[config.mk]
export PLATFORM = sky130hd
export DESIGN_NAME = muldiv_sched_flat
export DESIGN_NICKNAME = d
export VERILOG_FILES = /design/src/rtl/muldiv_sched_pkg.sv /design/src/rtl/muldiv_sched_if.sv /design/src/rtl/muldiv_sched_md_lat_cnt.sv /design/src/rtl/muldiv_sched.sv /design/src/flat_wrapper.sv
export SDC_FILE = /design/constraint.sdc
export NUM_CORES = 1
export LEC_CHECK = 0
export ABC_AREA = 1
export BUFFER_PORTS_ARGS = -buffer_cell sky130_fd_sc_hd__buf_2
export CORE_ASPECT_RATIO = 1.2
export CORE_MARGIN = 1.5
export CORE_UTILIZATION = 35
export DETAILED_ROUTE_END_ITERATION = 10
export PLACE_DENSITY_LB_ADDON = 0.2
export SYNTH_ARGS = -nofsm -noshare
export SYNTH_HDL_FRONTEND = slang
export SYNTH_HIERARCHICAL = 1
export SYNTH_SLANG_ARGS = --single-unit
[constraint.sdc]
create_clock -name clk -period 2.4 [get_ports clk]
set_input_delay 0.48 -clock clk [delete_from_list [all_inputs] [get_ports clk]]
set_output_delay 0.48 -clock clk [all_outputs]
set_load 0.05 [all_outputs]
[src/rtl/muldiv_sched_pkg.sv]
// Shared encodings for the mul/div scheduler: opcodes, FSM states and the divide-by-zero LO value.
// No logic of its own; imported by the scheduler, its counter and the EX-side interface users.
package muldiv_sched_pkg;

  typedef enum logic [1:0] {
    OP_MULT  = 2'b00,
    OP_MULTU = 2'b01,
    OP_DIV   = 2'b10,
    OP_DIVU  = 2'b11
  } op_e;

  typedef enum logic [1:0] {
    ST_IDLE = 2'b00,
    ST_MUL  = 2'b01,
    ST_DIV  = 2'b10,
    ST_DONE = 2'b11
  } state_e;

  localparam logic [31:0] DIVZERO_LO = 32'hFFFF_FFFF;

  function automatic logic op_is_div(input op_e op);
    return op[1];
  endfunction

  function automatic logic op_is_signed(input op_e op);
    return ~op[0];
  endfunction

endpackage

[src/rtl/muldiv_sched_if.sv]
// EX-stage side of the mul/div scheduler: request, pipeline control and the HI/LO write port.
// master = EX pipeline, slave = scheduler; stallreq is the only backpressure toward EX.
interface muldiv_sched_if;
  logic        flush;
  logic        stall_ex;
  logic        req_valid;
  logic [1:0]  req_op;
  logic [31:0] req_a;
  logic [31:0] req_b;
  logic        stallreq;
  logic        busy;
  logic        hilo_we;
  logic [31:0] hi_o;
  logic [31:0] lo_o;

  modport master (
    output flush, stall_ex, req_valid, req_op, req_a, req_b,
    input  stallreq, busy, hilo_we, hi_o, lo_o
  );

  modport slave (
    input  flush, stall_ex, req_valid, req_op, req_a, req_b,
    output stallreq, busy, hilo_we, hi_o, lo_o
  );
endinterface

[src/rtl/muldiv_sched_md_lat_cnt.sv]
// Loadable down-counter that saturates at zero; times both the multiplier latency and divider watchdog.
// Load takes effect at the next edge; zero is combinational from the count register.
module md_lat_cnt #(
  parameter int W = 6
) (
  input  logic         clk,
  input  logic         rst,
  input  logic         load,
  input  logic [W-1:0] load_val,
  input  logic         dec,
  output logic         zero
);
  logic [W-1:0] cnt;

  always_ff @(posedge clk) begin
    if (rst) begin
      cnt <= '0;
    end else if (load) begin
      cnt <= load_val;
    end else if (dec && (cnt != '0)) begin
      cnt <= cnt - 1'b1;
    end
  end

  assign zero = (cnt == '0);
endmodule

[src/rtl/muldiv_sched.sv]
// Sequences shared multiplier / iterative divider for EX mult/div and emits one HI/LO write per op.
// MUL: MUL_LAT cycles in MUL state; DIV: until div_ready or DIV_TMO; stall_ex holds DONE. MULDIV_EARLY_OUT_EN enables divider bypass.
module muldiv_sched
  import muldiv_sched_pkg::*;
#(
  parameter int MUL_LAT = 2,
  parameter int DIV_TMO = 40
) (
  input  logic          clk,
  input  logic          rst,
  muldiv_sched_if.slave ex,
  output logic          mul_signed,
  output logic [31:0]   mul_a,
  output logic [31:0]   mul_b,
  input  logic [63:0]   mul_result,
  output logic          div_start,
  output logic          div_annul,
  output logic          div_signed,
  output logic [31:0]   div_a,
  output logic [31:0]   div_b,
  input  logic [63:0]   div_result,
  input  logic          div_ready,
  output logic          div_err
);
  localparam int CNT_MAX = (MUL_LAT > DIV_TMO) ? MUL_LAT : DIV_TMO;
  localparam int CNT_W   = $clog2(CNT_MAX + 1);
  localparam logic [CNT_W-1:0] MUL_LOAD = CNT_W'(MUL_LAT - 1);
  localparam logic [CNT_W-1:0] DIV_LOAD = CNT_W'(DIV_TMO - 1);

  state_e            state, state_nx;
  op_e               op;
  logic              accept, div_zero, early_out, direct_done, tmo;
  logic              cnt_zero;
  logic [CNT_W-1:0]  cnt_load_val;
  logic              cap_en;
  logic [63:0]       cap_val;
  logic [31:0]       hi_q, lo_q;

  assign op       = op_e'(ex.req_op);
  assign accept   = (state == ST_IDLE) && ex.req_valid && !ex.flush;
  assign div_zero = (ex.req_b == '0);

`ifdef MULDIV_EARLY_OUT_EN
  // Quotient is trivially zero here and the remainder is the dividend, so hi=a, lo=0.
  assign early_out = ((op == OP_DIVU) && (ex.req_a < ex.req_b)) ||
                     ((op == OP_DIV)  && (ex.req_a == '0));
`else
  assign early_out = 1'b0;
`endif

  assign direct_done  = op_is_div(op) && (div_zero || early_out);
  assign tmo          = (state == ST_DIV) && cnt_zero && !div_ready;
  assign cnt_load_val = op_is_div(op) ? DIV_LOAD : MUL_LOAD;

  md_lat_cnt #(.W(CNT_W)) u_cnt (
    .clk      (clk),
    .rst      (rst),
    .load     (accept),
    .load_val (cnt_load_val),
    .dec      ((state == ST_MUL) || (state == ST_DIV)),
    .zero     (cnt_zero)
  );

  always_comb begin
    state_nx = state;
    cap_en   = 1'b0;
    cap_val  = '0;
    case (state)
      ST_IDLE: begin
        if (accept) begin
          if (!op_is_div(op)) begin
            state_nx = ST_MUL;
          end else if (direct_done) begin
            state_nx = ST_DONE;
            cap_en   = 1'b1;
            cap_val  = {ex.req_a, (div_zero ? DIVZERO_LO : 32'h0)};
          end else begin
            state_nx = ST_DIV;
          end
        end
      end
      ST_MUL: begin
        if (cnt_zero) begin
          state_nx = ST_DONE;
          cap_en   = 1'b1;
          cap_val  = mul_result;
        end
      end
      ST_DIV: begin
        if (div_ready) begin
          state_nx = ST_DONE;
          cap_en   = 1'b1;
          cap_val  = div_result;
        end else if (cnt_zero) begin
          state_nx = ST_DONE;
          cap_en   = 1'b1;
          cap_val  = '0;
        end
      end
      ST_DONE: begin
        if (!ex.stall_ex) state_nx = ST_IDLE;
      end
      default: state_nx = ST_IDLE;
    endcase
    if (ex.flush) begin
      state_nx = ST_IDLE;
      cap_en   = 1'b0;
    end
  end

  assign ex.busy     = (state != ST_IDLE);
  // Drops in DONE so EX can advance in the same cycle the HI/LO write happens.
  assign ex.stallreq = ex.req_valid && !ex.flush && (state != ST_DONE);
  assign ex.hilo_we  = (state == ST_DONE) && !ex.stall_ex && !ex.flush;
  assign ex.hi_o     = hi_q;
  assign ex.lo_o     = lo_q;
  assign div_annul   = (state == ST_DIV) && (ex.flush || tmo);
  assign div_start   = (state == ST_DIV) && !div_annul;

  always_ff @(posedge clk) begin
    if (rst) begin
      state      <= ST_IDLE;
      hi_q       <= '0;
      lo_q       <= '0;
      mul_signed <= 1'b0;
      mul_a      <= '0;
      mul_b      <= '0;
      div_signed <= 1'b0;
      div_a      <= '0;
      div_b      <= '0;
      div_err    <= 1'b0;
    end else begin
      state <= state_nx;
      if (cap_en) {hi_q, lo_q} <= cap_val;
      if (accept && !op_is_div(op)) begin
        mul_signed <= op_is_signed(op);
        mul_a      <= ex.req_a;
        mul_b      <= ex.req_b;
      end
      if (accept && op_is_div(op)) begin
        div_signed <= op_is_signed(op);
        div_a      <= ex.req_a;
        div_b      <= ex.req_b;
      end
      if (tmo && !ex.flush) div_err <= 1'b1;
    end
  end
endmodule

[src/flat_wrapper.sv]
// flat-port wrapper written by rule: the top's interface ports become plain ports
module muldiv_sched_flat import muldiv_sched_pkg::*;
#(
  parameter int MUL_LAT = 2,
  parameter int DIV_TMO = 40
)
  (clk, rst, mul_signed, mul_a, mul_b, mul_result, div_start, div_annul, div_signed, div_a, div_b, div_result, div_ready, div_err, ex_flush, ex_stall_ex, ex_req_valid, ex_req_op, ex_req_a, ex_req_b, ex_stallreq, ex_busy, ex_hilo_we, ex_hi_o, ex_lo_o);
  muldiv_sched_if ex_i ();
  input  logic clk;
  input  logic rst;
  output logic mul_signed;
  output logic [31:0] mul_a;
  output logic [31:0] mul_b;
  input  logic [63:0] mul_result;
  output logic div_start;
  output logic div_annul;
  output logic div_signed;
  output logic [31:0] div_a;
  output logic [31:0] div_b;
  input  logic [63:0] div_result;
  input  logic div_ready;
  output logic div_err;
  input wire logic [$bits(ex_i.flush)-1:0] ex_flush;
  input wire logic [$bits(ex_i.stall_ex)-1:0] ex_stall_ex;
  input wire logic [$bits(ex_i.req_valid)-1:0] ex_req_valid;
  input wire logic [$bits(ex_i.req_op)-1:0] ex_req_op;
  input wire logic [$bits(ex_i.req_a)-1:0] ex_req_a;
  input wire logic [$bits(ex_i.req_b)-1:0] ex_req_b;
  output wire logic [$bits(ex_i.stallreq)-1:0] ex_stallreq;
  output wire logic [$bits(ex_i.busy)-1:0] ex_busy;
  output wire logic [$bits(ex_i.hilo_we)-1:0] ex_hilo_we;
  output wire logic [$bits(ex_i.hi_o)-1:0] ex_hi_o;
  output wire logic [$bits(ex_i.lo_o)-1:0] ex_lo_o;
  assign ex_i.flush = ex_flush;
  assign ex_i.stall_ex = ex_stall_ex;
  assign ex_i.req_valid = ex_req_valid;
  assign ex_i.req_op = ex_req_op;
  assign ex_i.req_a = ex_req_a;
  assign ex_i.req_b = ex_req_b;
  assign ex_stallreq = ex_i.stallreq;
  assign ex_busy = ex_i.busy;
  assign ex_hilo_we = ex_i.hilo_we;
  assign ex_hi_o = ex_i.hi_o;
  assign ex_lo_o = ex_i.lo_o;
  muldiv_sched #(.MUL_LAT(MUL_LAT), .DIV_TMO(DIV_TMO)) u_core (.clk(clk), .rst(rst), .ex(ex_i), .mul_signed(mul_signed), .mul_a(mul_a), .mul_b(mul_b), .mul_result(mul_result), .div_start(div_start), .div_annul(div_annul), .div_signed(div_signed), .div_a(div_a), .div_b(div_b), .div_result(div_result), .div_ready(div_ready), .div_err(div_err));
endmodule
Yosys cells after proc, flatten, opt, wreduce, memory -nomap -nowiden

Cells that the tools add are included.

Register bits: 203
Output and inout bits: 200
Input port bits: 200
Logic and storage cells: 73

Add/sub/neg operators: 1
Multiplexer cells: 24
Bitwise gates (word level): 1
Reductions and logical operators: 30
Equality and inequality tests: 6

Operators by type and width:

| cell                  | number |
|---|---|
| $mux W64              | 5 |
| $pmux W64 S3          | 1 |
| $logic_not A32 Y1     | 1 |
| $mux W32              | 1 |
| $mux W6               | 3 |
| $logic_and A1 B1 Y1   | 15 |
| $mux W2               | 5 |
| $pmux W2 S4           | 1 |
| $mux W1               | 7 |
| $logic_not A6 Y1      | 1 |
| $reduce_bool A6 Y1    | 1 |
| $sub A6 B1 Y6 const B | 1 |
| $logic_not A1 Y1      | 5 |
| $eq A2 B2 Y1 const B  | 2 |
| $ne A2 B2 Y1 const B  | 2 |
| $reduce_bool A2 Y1    | 2 |
| $pmux W1 S3           | 1 |
| $eq A2 B1 Y1 const B  | 1 |
| $logic_not A2 Y1      | 1 |
| $logic_or A1 B1 Y1    | 2 |
| $ne A2 B1 Y1 const B  | 1 |
| $reduce_and A2 Y1     | 1 |
| $reduce_or A2 Y1      | 1 |
| $not A1 Y1            | 1 |

Logic depth before layout (Yosys ltp)

Gate-level depths: netlist of the first run.

Depth in word-level cells: 7
Mapped depth: 15
Gate-level depth less buffers: 14

By module

The synthesis of the first run kept the hierarchy.

By module, submodules not included:

| module       | cells each | sequential area each (um^2) | times used | area an instance (um^2) |
|---|---|---|---|---|
| muldiv_sched | 1318       | 3943.8                      | 1          | 8881.0 |
| md_lat_cnt   | 68         | 120.1                       | 1          | 421.7 |

Worst setup path before layout of the first run

OpenSTA, ideal clock, no wires.

Path kind: register to output
Start: register u_core.u_cnt.cnt[0]
End: output div_start
Path buffers: 2
Slack: -0.363 ns
Required time: 1.920 ns
Arrival time: 2.283 ns
Stages on the path, launching flop included: 10
Cell sequence: dfxtp_1 -> inv_1 -> ha_1 -> nand3_2 -> inv_1 -> buf_2 -> buf_2 -> inv_1 -> nor3_1 -> nor3_1

Cells in the longest elaborated chain, start to end: 7

Ends and longest elaborated chain:

| item                              | line                          | text |
|---|---|---|
| from (decl)                       | muldiv_sched_md_lat_cnt.sv:13 | `logic [W-1:0] cnt;` |
| from (signal assigned)            | muldiv_sched_md_lat_cnt.sv:19 | `cnt <= load_val;` |
| from (signal assigned)            | muldiv_sched_md_lat_cnt.sv:21 | `cnt <= cnt - 1'b1;` |
| $logic_not A6 Y1                  | muldiv_sched_md_lat_cnt.sv:25 | `assign zero = (cnt == '0);` |
| net u_core.cnt_zero               | muldiv_sched.sv:33            | `logic cnt_zero;` |
| $logic_and A1 B1 Y1 (2 in series) | muldiv_sched.sv:52            | `assign tmo = (state == ST_DIV) && cnt_zero && !div_ready;` |
| $logic_or A1 B1 Y1                | muldiv_sched.sv:117           | `assign div_annul = (state == ST_DIV) && (ex.flush \|\| tmo);` |
| $logic_and A1 B1 Y1               | muldiv_sched.sv:117           |  |
| $logic_not A1 Y1                  | muldiv_sched.sv:118           | `assign div_start = (state == ST_DIV) && !div_annul;` |
| $logic_and A1 B1 Y1               | muldiv_sched.sv:118           |  |
| to (decl)                         | flat_wrapper.sv:15            | `output logic div_start;` |

The timed path passes the listed nets, and every way through them passes these cells.

Final worst setup path of the first run

Start: register u_core.u_cnt.cnt[0]
End: output div_annul

Cells in the longest elaborated chain, start to end: 5

Ends and longest elaborated chain:

| item                              | line                          | text |
|---|---|---|
| $logic_not A6 Y1                  | muldiv_sched_md_lat_cnt.sv:25 |  |
| net u_core.cnt_zero               | muldiv_sched.sv:33            |  |
| $logic_and A1 B1 Y1 (2 in series) | muldiv_sched.sv:52            |  |
| $logic_or A1 B1 Y1                | muldiv_sched.sv:117           |  |
| $logic_and A1 B1 Y1               | muldiv_sched.sv:117           |  |
| to (decl)                         | flat_wrapper.sv:16            | `output logic div_annul;` |

The timed path passes the listed nets, and every way through them passes these cells.

==> results by group, run 1 <==
Global route
  – Initial antenna violation count: 5
  – GRT Util Overall: 23.2%
  – Largest net degree at the start of global routing: 68
  – GRT overflow: 0
  – Global-route wire length before repair: 52,000 µm
  – Via count of the first global-routing pass: 9,601

CTS
  – Worst-skew pair later-pin latency: 0.51 ns
  – Clk root buf: clkbuf_16
  – CTS buffer count: 22
  – H-tree depth: 1
  – Maximum root-to-sink buffer count: 3
  – CTS tree: yes
  – TritonCTS sink count: 203
  – Reg clk slew, reported paths: 0.07 ns

Setup path
  – Worst endpoint required time: 1.92 ns
  – CP Max Fanout: 4
  – Most frequent cell on the critical path: inv_2
  – Crit path largest cell delay: 0.36 ns
  – Cell breakdown of the critical path: inv_4, ha_4, nand3_4, inv_2, inv_2, nor3_4, nor2_2, nor2_4, buf_12
  – Worst path bufs/invs: 4
  – Cell family with most CP delay: simple AND/OR/NAND/NOR gates
  – Crit start category: flop
  – Worst setup EP type: output pin
  – CP max-delay cell: dfxtp_4
  – CP arrival: 1.87 ns
  – Crit Path Category: flop to output pin

Route
  – WL final: 33,200 µm
  – Vias per inst: 4.84
  – Starting DRT DRC Count: 684
  – Total number of vias: 10,100
  – WL/cell: 15.8 µm
  – Length of the first detailed-routing pass in iterations: 5
  – Drt drc: 0
  – ANT nets after route: 0

Power and ir drop
  – Pwr/cell area: 758 nW/µm²
  – VDD IR max: 0.621 mV
  – Total power: 9.52 mW
  – Pleak: 6.54 nW

STA
  – Count of pins over their slew limit: 0
  – Clock skew: 0.0117 ns
  – FMAX: 0.426 GHz
  – Final hold vios: 0
  – Period utilization: 97.8%
  – Min cycle time layout: 2.35 ns
  – Worst setup margin: 0.0525 ns
  – Final setup fails: 0
  – Worst-Margin Slew: 0.682 ns
  – Max-slew headroom: 54.5%
  – Unrepaired setup endpoints after global routing: yes

Placed design
  – Routability congestion estimate: 0.852
  – I/O Buffers: 399
  – Detailed Place HPWL: 23,400 µm
  – DP Area: 11,600 µm²
  – DP Worst Slack: 0.298 ns
  – Dpl cells: 2,048

Cells and area
  – Synth-to-layout area growth: 35.1%
  – Final std cells w/o fill: 2,096
  – Post-Layout Inst Area: 12,600 µm²
  – Core Util, Final: 48.0%
  – Layout cells sized above 1: 28.6%
  – NumNets Final: 1,948

Outcome
  – Run status: finished clean

Floorplan
  – Die outline width: 152 µm
  – Core footprint: 26,200 µm²
  – Number of top-level pins: 400
  – Starting density of the core: 35.5%
  – Row cnt: 65
  – Die Ht: 182 µm
  – Die ar.: 27,600 µm²

Synth
  – Count of cell types in the netlist: 32
  – Predominant post-synthesis flop cell: dfxtp_1
  – Sequential fraction of the synthesis area: 43.7%
  – Post-synth ARST share: 0%
  – Cells after Synth: 1,386
  – Average size of a mapped cell: 6.71 µm²
  – Ys Warns: 6
  – Post-synth EDFFs: 0
  – Syn Std Cell Area: 9300 µm²
  – Synth Register Bits: 203

Worst hold path
  – Worst min path class: input port to flop

Job
  – Max Cap Violations: 0
path summary, 6_finish.rpt:
kind	from	end	slack [ns]	cells after the start
setup / recovery	u_core/u_cnt/cnt[0]	div_annul	0.05	9
hold / removal	ex_req_op[0]	u_core/div_signed	0.15	2
setup reg to reg	u_core/state[1]	u_core/ex.hi_o[22]	0.33	9
hold reg to reg	u_core/div_a[11]	u_core/div_a[11]	0.46	2
layer usage:
layer / vias to the layer above / GRT usage [%] / share of wire (%)
met1: 4524 / 29.5 / 43
met2: 402 / 37.9 / 46
met4: 2 / 9.01 / 3.5
met3: 72 / 5.37 / 7.4
li1: 5145 / - / -
met5: - / 0 / 0.042
flip-flops by register name, indices dropped and copies added (netlist names), 2 cells and up:
signal / count
u_core/ex.hi_o: 32
u_core/div_a: 32
u_core/mul_a: 32
u_core/mul_b: 32
u_core/ex.lo_o: 32
u_core/div_b: 32
u_core/u_cnt/cnt: 6
u_core/state: 2
timing repair:
action | 4_1_cts | 5_1_grt
setup endpoints to repair | 2 | 2
buffers inserted | 1 | 3
pin swaps | 1 | 5
gates resized for setup | 10 | 9
hold buffers | 0 | 0
endpoints found under the hold margin | 0 | 0
area by class of cell:
type	instances	area, µm²
clock inverters	15	239
flip-flops and latches	203	4070
well taps	335	419
repair buffers	431	2360
clock buffers	25	582
fillers	2760	13600
inverters	88	338
multi-input cells	995	4550
diodes	4	10.0
layout by cell type (no fill, tap or decap), types with 9 or more instances in the layout:
cell and count:
buf_2 397, nor2_1 318, nand2_1 268, dfxtp_1 201
nand3_1 134, o21ai_0 95, inv_1 78, a21oi_1 75
nand4_1 33, o21bai_1 32, buf_4 24, clkbuf_16 22
buf_12 9
cell families after synthesis:
group / synth area share [%]
simple gates: 34.3
compound gates: 12.6
flops: 43.7
buf+inv: 8.24
fa+ha+maj: 0.941
other cells: 0.0807
xor+xnor: 0.0942
where the power goes:
part	total, mW	leakage [nW]	switching (mW)	internal (mW)
Sequential	3.65	1.65	0.0993	3.55
Clock	3.85	0.406	1.46	2.39
Combinational	2.02	4.48	1.45	0.566
worst register-to-register path, stage by stage, from the launching register on:
cell,delay [ns]
dfxtp_1,0.34
inv_1,0.15
ha_1,0.23
nand3_2,0.16
nor2_4,0.19
buf_4,0.31
nand2_1,0.26
o21bai_1,0.20
nor2_1,0.06
nor2_1,0.10
synthesized netlist by cell type, types with 22 or more instances:
master / number / area, µm²
nand2_1: 268 / 1010
nor2_1: 322 / 1210
clkbuf_1: 49 / 184
buf_2: 22 / 110
nand3_1: 134 / 671
a21oi_1: 75 / 375
buf_1: 25 / 93.8
dfxtp_1: 203 / 4060
o21bai_1: 32 / 240
nand4_1: 33 / 206
inv_1: 83 / 312
o21ai_0: 95 / 475
stage by stage:
| stage | TNS (ns) | hold WS, ns |
|---|---|---|
| after floorplan | 0 | 0.443 |
| after global placement | 0 | 0.446 |
| after detailed placement | 0 | 0.449 |
| after CTS | 0 | 0.131 |
| after global routing | -0.0456 | 0.145 |
| final | 0 | 0.152 |
(Power assumes the default switching activity.)
==> run 2, diff against run 1 <==
- ABC_AREA: 1 -> unset
- CTS_CLUSTER_DIAMETER: unset -> 50
- MAX_ROUTING_LAYER: unset -> met4
==> results by group, run 2 <==
CTS
  – CTS Hold Bufs: 0
  – CTS tree: yes
  – Worst-skew pair later-pin latency: 0.52 ns
  – Maximum root-to-sink buffer count: 3
  – Reg clk slew, reported paths: 0.06 ns
  – Clk root buf: clkbuf_16
  – H-tree depth: 1
  – TritonCTS sink count: 203
  – CTS buffer count: 25

Outcome
  – Failing checks: setup timing
  – Run status: finished with violations

Cells and area
  – Synth-to-layout area growth: 50.4%
  – NumNets Final: 1,616
  – Layout cells sized above 1: 42.9%
  – Leading cell type in the layout, fill and taps excluded: buf_2
  – Most frequent cells in the layout: buf_2, nand2_1, dfxtp_1
  – Post-Layout Inst Area: 12,400 µm²

Synth
  – Yosys top cell by area: dfxtp_1
  – Predominant post-synthesis flop cell: dfxtp_1
  – Average size of a mapped cell: 8.52 µm²
  – Post-synth EDFFs: 0
  – Sequential fraction of the synthesis area: 49.4%
  – Ys Warns: 6
  – Cells after Synth: 965
  – Count leader, synth: nand2_1
  – Count of cell types in the netlist: 45
  – Commonest cells in the netlist: nand2_1, dfxtp_1, a21oi_1
  – Area contributors post-synth: dfxtp_1, nand2_1, a21oi_1
  – Share of Yosys cell area claimed by the top area cell type: 49.4%
  – Synth Register Bits: 203
  – Post-synth ARST share: 0%
  – Syn Std Cell Area: 8230 µm²

Setup path
  – Worst endpoint required time: 1.92 ns
  – CP arrival: 2.22 ns
  – CP Max Fanout: 2
  – Crit start category: flop
  – Worst Reg-to-Reg Cells: 11
  – Worst reg2reg setup slack: 0.03 ns
  – Worst setup EP type: output pin
  – Crit Path Category: flop to output pin

STA
  – Max-slew headroom: 40.0%
  – Final setup fails: 2
  – Setup TNS: -0.588 ns
  – Period utilization: 112%
  – Worst hold slack: 0.180 ns
  – Min cycle time layout: 2.70 ns
  – FMAX: 0.371 GHz
  – Worst setup margin: -0.297 ns
  – Unrepaired setup endpoints after global routing: yes
  – Worst-Margin Slew: 0.887 ns
  – Clock skew: 0.0112 ns
  – Final hold vios: 0
  – Count of pins over their slew limit: 0

Power and ir drop
  – Sw frac: 29.4%
  – Net switching power: 2.54 mW
  – Total power: 8.66 mW
  – Sequential share of power: 41.1%
  – Pwr/cell area: 700 nW/µm²
  – Pleak: 5.27 nW
  – Internal power: 6.12 mW
  – VDD IR max: 0.625 mV
  – Comb pwr share: 17.7%
  – Clk network pwr share: 41.2%

Global route
  – Met2 GRT Util: 42.9%
  – Initial antenna violation count: 10
  – Busiest grt layer: met2
  – Met1 GRT Util: 31.4%
  – GRT overflow: 0
  – GRT Util Overall: 26.3%
  – Met3 usage: 6.33%
  – Global-route wire length before repair: 48,300 µm
  – Largest net degree at the start of global routing: 67
  – Via count of the first global-routing pass: 8,470

Worst hold path
  – WHS Path Cells: 2
  – Worst min path class: input port to flop

Route
  – Vias per inst: 5.20
  – ANT nets after route: 0
  – Total number of vias: 9,090
  – WL final: 33,100 µm
  – Starting DRT DRC Count: 795
  – WL/cell: 19.0 µm
  – Drt drc: 0
  – Length of the first detailed-routing pass in iterations: 9

Floorplan
  – Row cnt: 61
  – Die ar.: 24,400 µm²
  – Die Ht: 171 µm
  – Die outline width: 143 µm
  – Core footprint: 23,100 µm²
  – Starting density of the core: 35.6%
  – Number of top-level pins: 400

Placed design
  – Routability congestion estimate: 0.873
  – Detailed Place HPWL: 22,900 µm
  – I/O Buffers: 399
  – DP Area: 11,000 µm²

Job
  – Max Cap Violations: 0
[run 2: changes by cell type after synthesis, moves of 23 or more]
cell / change
nor2_1: -278
nand3_1: -133
o21ai_0: -92
a21oi_1: +55
inv_1: -41
a221oi_1: +34
a222oi_1: +32
a22oi_1: +32
nand4_1: -31
o21bai_1: -31
a221oi_2: +30
clkbuf_1: +23
[run 2: power by group through the flow]
stage / Clock, mW / Sequential (mW) / Combinational, mW
after floorplan: 0 / 4.04 / 0.403
after global placement: 0 / 3.63 / 1.36
after detailed placement: 0 / 3.63 / 1.37
after CTS: 3.65 / 3.56 / 1.48
after global routing: 3.78 / 3.58 / 1.63
final: 3.57 / 3.56 / 1.53
[run 2: metal layers]
metal  share of wire [%]  wire length (µm)  vias up
li1                    -                 -     4312
met4                 2.9               966        0
met2                  49             16100      465
met3                 9.7              3220       71
met1                  39             12900     4242
met5                   0                 0        -
[run 2: critical path: stages, from the launching register on]
cell and delay (ns):
dfxtp_2 0.33, inv_4 0.06, ha_4 0.12, or4b_4 0.48
nor2_4 0.12, buf_6 0.10, nor2b_4 0.17, o21a_1 0.16
buf_6 0.16
[run 2: cells by family (layout without fill, tap and decap cells)]
family	after synthesis	count (layout)	share of synthesized area [%]
AND/OR/NAND/NOR	344	348	17.2
AO/OA/AOI/OAI	279	279	25.7
flip-flops	203	203	49.4
buffers and inverters	127	580	6.18
adder cells (fa/ha/maj)	7	7	1.06
other	2	12	0.0913
XOR/XNOR	2	2	0.213
multiplexers	1	1	0.122
[run 2: final timing paths]
path,start,end
worst max-delay path,u_core/u_cnt/cnt[1],div_annul
worst min-delay path,ex_req_op[0],u_core/div_signed
worst max register to register,u_core/u_cnt/cnt[1],u_core/ex.hi_o[12]
worst min register to register,u_core/div_a[9],u_core/div_a[9]
[run 2: cell type report]
type	instances	area [µm²]
diodes	9	22.5
flip-flops and latches	203	4070
repair buffers	497	3020
well taps	315	394
clock inverters	8	72.6
clock buffers	33	706
multi-input cells	640	3920
inverters	42	160
fillers	2215	10800
[run 2: metrics by stage]
step	worst slack (ns)	instances	utilization, %
floorplan	-0.0625	966	-
global placement	-0.482	1662	47.5
detailed placement	-0.562	1662	47.5
CTS	-0.334	1737	52.6
global route	-0.385	1747	53.5
finish	-0.297	1747	53.5
[run 2: repair_timing]
item / in CTS / in global routing
pin swaps: 5 / 38
setup endpoints to repair: 67 / 70
gates resized for setup: 34 / 29
gates cloned: 5 / 2
setup buffers: 29 / 7
==> run 3, diff against run 2 <==
- CTS_BUF_LIST: unset -> sky130_fd_sc_hd__clkbuf_4
- REMOVE_ABC_BUFFERS: unset -> 1
==> results by group, run 3 (synthesis results as in run 2) <==
Floorplan
  – Row cnt: 61
  – Die outline width: 143 µm
  – Die Ht: 171 µm
  – Core footprint: 23,100 µm²
  – Starting density of the core: 35.6%
  – Number of top-level pins: 400
  – Die ar.: 24,400 µm²

Setup path
  – Worst setup EP type: output pin
  – CP Max Fanout: 3
  – Crit start category: flop
  – Crit Path Category: flop to output pin
  – Worst endpoint required time: 1.92 ns
  – CP arrival: 2.29 ns

Route
  – ANT nets after route: 0
  – WL/cell: 17.4 µm
  – Length of the first detailed-routing pass in iterations: 7
  – Vias per inst: 5.04
  – WL final: 31,200 µm
  – Drt drc: 0
  – Starting DRT DRC Count: 521
  – Total number of vias: 9,029

Cells and area
  – Most frequent cells in the layout: buf_2, nand2_1, dfxtp_1
  – Leading cell type in the layout, fill and taps excluded: buf_2
  – Multi-input logic area: 3830 µm²
  – Fill cells: 2,340
  – Core Util, Final: 52.1%
  – Synth-to-layout area growth: 46.4%
  – Layout cells sized above 1: 43.1%
  – Register Area: 4070 µm²
  – NumNets Final: 1,632

CTS
  – Reg clk slew, reported paths: 0.06 ns
  – Clk root buf: clkbuf_4
  – CTS buffer count: 55
  – CTS tree: yes
  – Worst-skew pair later-pin latency: 0.64 ns
  – Maximum root-to-sink buffer count: 3
  – TritonCTS sink count: 203
  – H-tree depth: 2

Power and ir drop
  – Net switching power: 2.43 mW
  – Comb pwr share: 17.5%
  – Sw frac: 30.2%
  – Clk network pwr share: 38.3%
  – Pleak: 5.22 nW
  – VDD IR max: 0.360 mV
  – Internal power: 5.63 mW
  – Pwr/cell area: 669 nW/µm²
  – Sequential share of power: 44.2%
  – Total power: 8.06 mW

STA
  – Clock skew: 0.0302 ns
  – Worst setup margin: -0.366 ns
  – Unrepaired setup endpoints after global routing: yes
  – Period utilization: 115%
  – FMAX: 0.362 GHz
  – Worst-Margin Slew: 0.829 ns
  – Min cycle time layout: 2.77 ns
  – Max-slew headroom: 44.8%
  – Count of pins over their slew limit: 0
  – Final setup fails: 5
  – Final hold vios: 0

Job
  – Max Cap Violations: 0

Placed design
  – I/O Buffers: 399
  – Detailed Place HPWL: 20,900 µm
  – Routability congestion estimate: 0.827

Global route
  – GRT Util Overall: 24.7%
  – Via count of the first global-routing pass: 8,454
  – Initial antenna violation count: 9
  – Largest net degree at the start of global routing: 65
  – Global-route wire length before repair: 45,700 µm
  – GRT overflow: 0

Outcome
  – Failing checks: setup timing
  – Run status: finished with violations

Worst hold path
  – Worst min path class: input port to flop
-- run 3: changes by cell type in the layout (fill, tap and decap cells not counted), moves of 3 or more --
cell       before  now
clkbuf_16      27    1
a221oi_1       21   31
clkbuf_4        0   81
a221oi_2       43   33
buf_4          74   64
clkinv_1        0   12
clkbuf_8        5    0
clkbuf_1        3    0
-- run 3: path summary, 6_finish.rpt --
path                       startpoint            endpoint  slack, ns  cells past startpoint
hold reg to reg       u_core/mul_a[2]     u_core/mul_a[2]       0.45                      2
setup / recovery  u_core/u_cnt/cnt[0]           div_annul      -0.37                      8
hold / removal            ex_req_a[2]     u_core/mul_a[2]        0.1                      3
setup reg to reg  u_core/u_cnt/cnt[0]  u_core/ex.lo_o[26]      -0.02                      9
-- run 3: power groups by stage --
stage               Clock, mW  Sequential [mW]  Combinational (mW)
global placement            0             3.63                1.34
finish                   3.08             3.56                1.41
global route             3.37             3.57                1.51
detailed placement          0             3.63                1.35
floorplan                   0             4.04               0.337
CTS                      3.19             3.56                1.40
-- run 3: final cells by class --
cell class / count / share of cell area [%]
clock buffer: 81 / 5.05
multi-input combinational: 640 / 31.8
inverter: 42 / 1.31
clock inverter: 16 / 0.738
timing repair buffer: 483 / 23.9
sequential: 203 / 33.8
tap: 315 / 3.27
antenna: 10 / 0.208
-- run 3: layer usage --
| layer | track usage, % | part of all wire (%) |
|---|---|---|
| met3 | 7.64 | 10 |
| met5 | - | 0 |
| met2 | 40.9 | 48 |
| met4 | 9.91 | 2.8 |
| met1 | 27.6 | 39 |
-- run 3: through the flow --
| step | setup slack (ns) | hold WS (ns) | area [µm²] | instances | TNS (ns) |
|---|---|---|---|---|---|
| 2_1_floorplan | -3.29 | 0.485 | 7880 | 881 | -257.96 |
| 3_3_place_gp | -0.517 | 0.439 | 11000 | 1666 | -23.00 |
| 3_5_place_dp | -0.622 | 0.444 | 11000 | 1666 | -26.98 |
| 4_1_cts | -0.460 | 0.0325 | 11900 | 1774 | -0.910 |
| 5_1_grt | -0.520 | 0.0447 | 12000 | 1790 | -7.75 |
| 6_report | -0.366 | 0.0975 | 12000 | 1790 | -0.707 |
-- run 3: critical path, cell delays in order (launching register included) --
cell     delay, ns
dfxtp_2       0.32
inv_2         0.07
ha_4          0.13
or4b_4        0.48
nor2_4        0.11
buf_6         0.11
nor2b_4       0.15
o21a_1        0.13
buf_6         0.16
-- run 3: what timing repair did --
item	CTS	global route
setup endpoints to repair	68	69
gates cloned	4	2
endpoints found under the hold margin	2	0
hold buffers	1	0
pin swaps	5	3
gates resized for setup	29	18
setup buffers	6	4
